<file path="src/rtl/apb_slave_mux_pkg.sv">
// Shared definitions for the APB slave fan-out / response-return stage.
`ifndef PADDR_WIDTH
`define PADDR_WIDTH 16
`endif
`ifndef APB_DATA_WIDTH
`define APB_DATA_WIDTH 32
`endif

package apb_slave_mux_pkg;

  localparam int PADDR_W = `PADDR_WIDTH;
  localparam int DATA_W  = `APB_DATA_WIDTH;

  // timeout event counter saturates here
  localparam logic [7:0] TOUT_MAX = 8'hFF;

  typedef enum logic [1:0] {
    ST_IDLE    = 2'd0,
    ST_SETUP   = 2'd1,
    ST_ACCESS  = 2'd2,
    ST_RELEASE = 2'd3
  } apb_state_t;

endpackage

</file>
<file path="src/rtl/apb_slave_mux_if.sv">
// Bridge-side and slave-side APB signals seen by the slave mux.
interface apb_slave_mux_if #(
  parameter int NUM_SLV = 4
);
  import apb_slave_mux_pkg::*;

  logic                      psel_en;
  logic                      penable;
  logic [PADDR_W-1:0]        paddr;
  logic                      pwrite;
  logic [NUM_SLV-1:0]        psel;
  logic [NUM_SLV*DATA_W-1:0] prdata_s;
  logic [NUM_SLV-1:0]        pready_s;
  logic [NUM_SLV-1:0]        pslverr_s;
  logic                      pready_x;
  logic                      pslverr_x;
  logic [DATA_W-1:0]         hrdata;

  // the mux itself
  modport slave (
    input  psel_en, penable, paddr, pwrite, prdata_s, pready_s, pslverr_s,
    output psel, pready_x, pslverr_x, hrdata
  );

  // bridge plus attached slaves
  modport master (
    output psel_en, penable, paddr, pwrite, prdata_s, pready_s, pslverr_s,
    input  psel, pready_x, pslverr_x, hrdata
  );

endinterface

</file>
<file path="src/rtl/apb_wdt_cnt.sv">
// Wait-state watchdog: counts unready access cycles of one transfer and
// flags the last permitted one.
module apb_wdt_cnt #(
  parameter int TIMEOUT = 16
) (
  input  logic hclk,
  input  logic hreset,
  input  logic clr,
  input  logic inc,
  output logic tc
);

  localparam int CNT_W = (TIMEOUT > 1) ? $clog2(TIMEOUT) : 1;

  logic [CNT_W-1:0] wait_cnt;

  assign tc = (wait_cnt == CNT_W'(TIMEOUT - 1));

  // clear has priority; holding at terminal count avoids wrapping if the
  // transfer is somehow not closed by the hit
  always_ff @(posedge hclk or posedge hreset) begin
    if (hreset)
      wait_cnt <= '0;
    else if (clr)
      wait_cnt <= '0;
    else if (inc && !tc)
      wait_cnt <= wait_cnt + CNT_W'(1);
  end

endmodule

</file>
<file path="src/rtl/apb_slave_mux.sv">
// APB fan-out downstream of the AHB-to-APB bridge: decodes paddr into
// one-hot selects, returns the selected slave's response, registers read
// data and bounds every transfer with a wait-state watchdog.
module apb_slave_mux
  import apb_slave_mux_pkg::*;
#(
  parameter int NUM_SLV = 4,
  parameter int IDX_W   = 3,
  parameter int TIMEOUT = 16
) (
  input  logic                  hclk,
  input  logic                  hreset,
  apb_slave_mux_if.slave        bus,
  input  logic                  err_clr,
  output logic [7:0]            tout_cnt
);

  apb_state_t        state, state_nxt;
  logic [IDX_W-1:0]  idx, idx_q;
  logic              unmapped;
  logic              acc, done, abort, tout_hit;
  logic              sel_ready, sel_err;
  logic [DATA_W-1:0] sel_rdata;
  logic              wdt_clr, wdt_inc, wdt_tc;

  // live decode while idle so psel is valid in the bridge's setup cycle
  assign idx      = (state == ST_IDLE) ? bus.paddr[PADDR_W-1 -: IDX_W] : idx_q;
  assign unmapped = (int'(idx) >= NUM_SLV);

  // pick the addressed slave's response; unmapped indices read as zero
  always_comb begin
    sel_ready = 1'b0;
    sel_err   = 1'b0;
    sel_rdata = '0;
    for (int i = 0; i < NUM_SLV; i++) begin
      if (int'(idx) == i) begin
        sel_ready = bus.pready_s[i];
        sel_err   = bus.pslverr_s[i];
        sel_rdata = bus.prdata_s[i*DATA_W +: DATA_W];
      end
    end
  end

  // state register
  always_ff @(posedge hclk or posedge hreset) begin
    if (hreset)
      state <= ST_IDLE;
    else
      state <= state_nxt;
  end

  // next-state logic
  always_comb begin
    state_nxt = state;
    case (state)
      ST_IDLE: begin
        if (bus.psel_en)
          state_nxt = done ? ST_RELEASE : (bus.penable ? ST_ACCESS : ST_SETUP);
      end
      ST_SETUP, ST_ACCESS: begin
        if (!bus.psel_en)
          state_nxt = ST_IDLE;
        else if (done)
          state_nxt = ST_RELEASE;
        else
          state_nxt = ST_ACCESS;
      end
      ST_RELEASE: begin
        if (!bus.psel_en)
          state_nxt = ST_IDLE;
      end
      default: state_nxt = ST_IDLE;
    endcase
  end

  // zero-latency selects and response; reset forces them low at once
  always_comb begin
    acc           = bus.psel_en & bus.penable & (state != ST_RELEASE) & !hreset;
    tout_hit      = acc & !unmapped & !sel_ready & wdt_tc;
    bus.pready_x  = acc & (unmapped | sel_ready | tout_hit);
    bus.pslverr_x = acc & (unmapped | tout_hit | (sel_ready & sel_err));
    done          = acc & bus.pready_x;
    abort         = !bus.psel_en & ((state == ST_SETUP) | (state == ST_ACCESS));
    wdt_clr       = (state == ST_IDLE) | abort | done;
    wdt_inc       = acc & !sel_ready;
    bus.psel      = '0;
    for (int i = 0; i < NUM_SLV; i++)
      bus.psel[i] = bus.psel_en & (state != ST_RELEASE) & !unmapped & !hreset
                    & (int'(idx) == i);
  end

  // hold the decoded index for the rest of the transfer
  always_ff @(posedge hclk or posedge hreset) begin
    if (hreset)
      idx_q <= '0;
    else if (state == ST_IDLE && bus.psel_en)
      idx_q <= bus.paddr[PADDR_W-1 -: IDX_W];
  end

  // read data only captured on a clean read completion
  always_ff @(posedge hclk or posedge hreset) begin
    if (hreset)
      bus.hrdata <= '0;
    else if (done && !bus.pwrite && !bus.pslverr_x)
      bus.hrdata <= sel_rdata;
  end

  // timeout event counter; clear wins over a simultaneous hit
  always_ff @(posedge hclk or posedge hreset) begin
    if (hreset)
      tout_cnt <= '0;
    else if (err_clr)
      tout_cnt <= '0;
    else if (tout_hit && done && tout_cnt != TOUT_MAX)
      tout_cnt <= tout_cnt + 8'd1;
  end

  apb_wdt_cnt #(
    .TIMEOUT (TIMEOUT)
  ) u_wdt (
    .hclk   (hclk),
    .hreset (hreset),
    .clr    (wdt_clr),
    .inc    (wdt_inc),
    .tc     (wdt_tc)
  );

endmodule

</file>
<file path="src/flat_wrapper.sv">
// flat-port wrapper written by rule: the top's interface ports become plain ports
module apb_slave_mux_flat import apb_slave_mux_pkg::*;
#(
  parameter int NUM_SLV = 4,
  parameter int IDX_W   = 3,
  parameter int TIMEOUT = 16
)
  (hclk, hreset, err_clr, tout_cnt, bus_psel_en, bus_penable, bus_paddr, bus_pwrite, bus_prdata_s, bus_pready_s, bus_pslverr_s, bus_psel, bus_pready_x, bus_pslverr_x, bus_hrdata);
  apb_slave_mux_if #(.NUM_SLV(NUM_SLV)) bus_i ();
  input  logic hclk;
  input  logic hreset;
  input  logic err_clr;
  output logic [7:0] tout_cnt;
  input wire logic [$bits(bus_i.psel_en)-1:0] bus_psel_en;
  input wire logic [$bits(bus_i.penable)-1:0] bus_penable;
  input wire logic [$bits(bus_i.paddr)-1:0] bus_paddr;
  input wire logic [$bits(bus_i.pwrite)-1:0] bus_pwrite;
  input wire logic [$bits(bus_i.prdata_s)-1:0] bus_prdata_s;
  input wire logic [$bits(bus_i.pready_s)-1:0] bus_pready_s;
  input wire logic [$bits(bus_i.pslverr_s)-1:0] bus_pslverr_s;
  output wire logic [$bits(bus_i.psel)-1:0] bus_psel;
  output wire logic [$bits(bus_i.pready_x)-1:0] bus_pready_x;
  output wire logic [$bits(bus_i.pslverr_x)-1:0] bus_pslverr_x;
  output wire logic [$bits(bus_i.hrdata)-1:0] bus_hrdata;
  assign bus_i.psel_en = bus_psel_en;
  assign bus_i.penable = bus_penable;
  assign bus_i.paddr = bus_paddr;
  assign bus_i.pwrite = bus_pwrite;
  assign bus_i.prdata_s = bus_prdata_s;
  assign bus_i.pready_s = bus_pready_s;
  assign bus_i.pslverr_s = bus_pslverr_s;
  assign bus_psel = bus_i.psel;
  assign bus_pready_x = bus_i.pready_x;
  assign bus_pslverr_x = bus_i.pslverr_x;
  assign bus_hrdata = bus_i.hrdata;
  apb_slave_mux #(.NUM_SLV(NUM_SLV), .IDX_W(IDX_W), .TIMEOUT(TIMEOUT)) u_core (.hclk(hclk), .hreset(hreset), .bus(bus_i), .err_clr(err_clr), .tout_cnt(tout_cnt));
endmodule
</file>
<file path="config.mk">
export PLATFORM = sky130hd
export DESIGN_NAME = apb_slave_mux_flat
export DESIGN_NICKNAME = d
export VERILOG_FILES = /design/src/rtl/apb_slave_mux_pkg.sv /design/src/rtl/apb_slave_mux_if.sv /design/src/rtl/apb_wdt_cnt.sv /design/src/rtl/apb_slave_mux.sv /design/src/flat_wrapper.sv
export SDC_FILE = /design/constraint.sdc
export NUM_CORES = 1
export LEC_CHECK = 0
export CELL_PAD_IN_SITES_DETAIL_PLACEMENT = 1
export CELL_PAD_IN_SITES_GLOBAL_PLACEMENT = 1
export CORE_AREA = 2 2 94 96
export DETAILED_ROUTE_END_ITERATION = 6
export DIE_AREA = 0 0 96 98
export DONT_BUFFER_PORTS = 1
export HOLD_SLACK_MARGIN = 0.1
export PLACE_DENSITY = 0.81
export SLEW_MARGIN = 0
export SYNTH_ARGS = -nofsm -noshare
export SYNTH_HDL_FRONTEND = slang
export SYNTH_SLANG_ARGS = --single-unit
</file>
<file path="constraint.sdc">
create_clock -name hclk -period 2.3 [get_ports hclk]
set_input_delay 0.46 -clock hclk [delete_from_list [all_inputs] [get_ports hclk]]
set_output_delay 0.46 -clock hclk [all_outputs]
set_load 0.005 [all_outputs]
</file>
==> results_dict.tcl <==
set metrics [dict create \
    crit_type "reg -> out" \
    synthCells 325 \
    synth_simple_gate_area_share_pct 10.8 \
    peakVddDrop_uv 453 \
    cp_data_required_time_ns 1.84 \
    cts_max_level 2 \
    avgSynthCellArea_sq_um 10.6 \
    yosysTopAreaCell "dfrtp_1" \
    synth_ff_type "dfrtp_1" \
    synth-edff-count 0 \
    slew_headroom_pct 63.4 \
    worstPathArrival_ns 2.27 \
    crit_buf_inv 1 \
    dr.pass1.iters 4 \
    critPathSlowestCell "dfrtp_1" \
    path_clk_slew_ns 0.10 \
    ios 204 \
    place_area_sq_um 3820 \
    ctsRootBufferMaster "clkbuf_8" \
    synth_most_common_cell "mux2i_1" \
    clock_path_buffers 2 \
    period_minus_slack_ns 2.73 \
    vias 2985 \
    synth_nets 487 \
    die_area_sq_um 9410 \
    dpl.hpwl_mm 8.27 \
    hold_viol 0 \
    leakagePower_nw 2.00 \
    drc 0 \
    synth_compound_area_share_pct 17.3 \
    status "finished, violations left" \
    synth_common_cells "mux2i_1, dfrtp_1, mux2_1" \
    antenna_found_initial 0 \
    multi_input_area_sq_um 2350 \
    place.gp.congestion 0.809 \
    critPathLaunchType "register" \
    dieHeight_microns 98 \
    overflow 0 \
    fin_area_sq_um 4400 \
    holdWs_ns 0.203 \
    critical_path.top_delay_family "multiplexers" \
    grt_pass1_wl_mm 16.5 \
    hold_class "in -> reg" \
    synthArstFlopShare_pct 100 \
    clk_latency_ns 0.30 \
    rsz0062_at_grt "true" \
    synthDistinctLibCells 49 \
    portBuffers 0 \
    ff_latch_area_sq_um 1230 \
    cpPeakStageDelay_ns 0.40 \
    fill_cells 888 \
    finalCritPeriodShare_pct 118 \
    grt_pass1_vias 3172 \
    grt_max_degree 28 \
    layout.nets 525 \
    synthToLayoutAreaGrowth_pct 27.5 \
    worst_pin_slew_ns 0.548 \
    synthXorXnorAreaFrac_pct 0 \
    drt-wirelength-per-cell_microns 23.9 \
    synth-seq-area-share_pct 35.5 \
    n_antenna_cell 0 \
    crit_path_max_fanout 4 \
    preCtsSetupSlack_ns -0.294 \
    max-cap-violations 0 \
    route.antenna.remaining_nets 0 \
    setup_viol 48 \
    ys_seq_elements 49 \
    drt_wl_total_mm 11.3 \
    die_w_microns 96 \
    dr.first_iter.drc_count 83 \
    drive_above_1_share_pct 30.5 \
    cts_sinks 49 \
    netlist.area_leader.share_pct 35.5 \
    tritoncts "yes" \
    netlist_area_sq_um 3450 \
    track_usage_pct 22.6 \
    synth_top_family_by_area "multiplexers" \
    yosys-top-cells-area "dfrtp_1, mux2i_1, mux2_1, a22o_1, o2bb2ai_1" \
    initial_core_util_pct 40.8 \
    timing.fmax_mhz 367 \
    report.final.slew_viol_count 0 \
    row_count 34 \
    synth_adder_area_share_pct 1.45 \
    violations "negative setup slack" \
    p_per_area_nw_per_um2 1240 \
    coreArea_sq_um 8470 \
    finalWorstSetupSlack_ns -0.425 \
    ys_warn_count 0 \
    tns_ns -8.61 \
    clock_skew_ns 0.0138 \
    synthMuxAreaShare_pct 30.4 \
    drt-vias-per-instance 6.32 \
    cts_made_buffers 5 \
    critPathCaptureType "output pin" \
    worstPathCellList "inv_2 > ha_4 > mux2i_4 > mux2_4 > or2_4 > a21o_1 > a31oi_2" \
]
[timing repair]
action | in CTS | in global routing
endpoints found under the hold margin | 11 | 0
pin swaps | 10 | 12
buffers inserted | 4 | 12
endpoints found under the setup margin | 51 | 50
resized for setup | 29 | 33
hold buffers | 1 | 0
cloned | 1 | 0
[worst register-to-register path, delay by kind of cell, from the launching register on]
family                   cells  cell delay [ns]
multiplexers                 3             1.00
flip-flops                   1             0.40
buffers and inverters        4             0.39
AND/OR/NAND/NOR              1             0.30
AO/OA/AOI/OAI                1             0.26
adder cells (fa/ha/maj)      1             0.17
[sequential cells by signal, summed over array words and instances (netlist names)]
name,count
u_core.u_wdt.wait_cnt,4
u_core.idx_q,3
u_core.bus.hrdata,32
u_core.state,2
u_core.tout_cnt,8
[logic make-up after synthesis]
kind of cell	Yosys count
flip-flops	49
AO/OA/AOI/OAI	79
buffers and inverters	31
adder cells (fa/ha/maj)	4
multiplexers	97
AND/OR/NAND/NOR	65
[final timing paths]
check                                                  start                           endpoint  slack (ns)  cells past startpoint
max reg2reg                      u_core.state[1]$_DFFE_PP0P_     u_core.tout_cnt[5]$_DFFE_PP0P_       -0.33                     10
min reg2reg                u_core.bus.hrdata[28]$_DFFE_PP0P_  u_core.bus.hrdata[28]$_DFFE_PP0P_        0.53                      1
min in group asynchronous                             hreset        u_core.state[0]$_DFFE_PP0P_        0.70                      2
max in group asynchronous                             hreset   u_core.bus.hrdata[9]$_DFFE_PP0P_        1.06                      3
min                                                  err_clr     u_core.tout_cnt[6]$_DFFE_PP0P_        0.20                      1
max                              u_core.state[1]$_DFFE_PP0P_                      bus_pslverr_x       -0.43                      7
[per-layer routing]
| metal | up-vias | global-route usage [%] | routed length, microns |
|---|---|---|---|
| li1 | 1330 | - | - |
| met2 | 148 | 40.3 | 5760 |
| met5 | - | 0 | 0 |
| met1 | 1483 | 26.3 | 4370 |
| met4 | 0 | 7.14 | 341 |
| met3 | 24 | 5.09 | 789 |
[placed cells by master, fill, tap and decap left out, types with 7 or more instances in the layout]
| cell | n |
|---|---|
| mux2i_1 | 53 |
| dfrtp_1 | 49 |
| buf_4 | 35 |
| mux2_1 | 30 |
| o22ai_1 | 18 |
| o2bb2ai_1 | 14 |
| a22o_1 | 14 |
| buf_6 | 10 |
| nor2_1 | 9 |
| nand2_1 | 8 |
| mux2_2 | 7 |
[power by group]
part	leakage [nW]	switching, mW	total [mW]	internal [mW]
sequential	0.660	0.300	1.48	1.18
clock	0.0585	0.293	0.648	0.355
combinational	1.28	1.59	3.33	1.73
total	2.00	2.19	5.46	3.27
[layout make-up]
type / count / share of cell area, %
inverter: 9 / 0.767
sequential: 49 / 27.8
tap: 108 / 3.07
clock inverter: 1 / 0.682
multi-input combinational: 245 / 53.3
clock buffer: 7 / 1.96
timing repair buffer: 53 / 12.4
[metrics by stage]
stage,total power [mW],util [%],cells
final,5.46,52.0,472
after global routing,5.81,52.0,472
after CTS,5.21,49.2,462
after detailed placement,4.19,45.1,448
after global placement,4.05,45.1,448
after floorplan,3.33,-,325
Note: power is estimated with default switching activity, not from simulation.
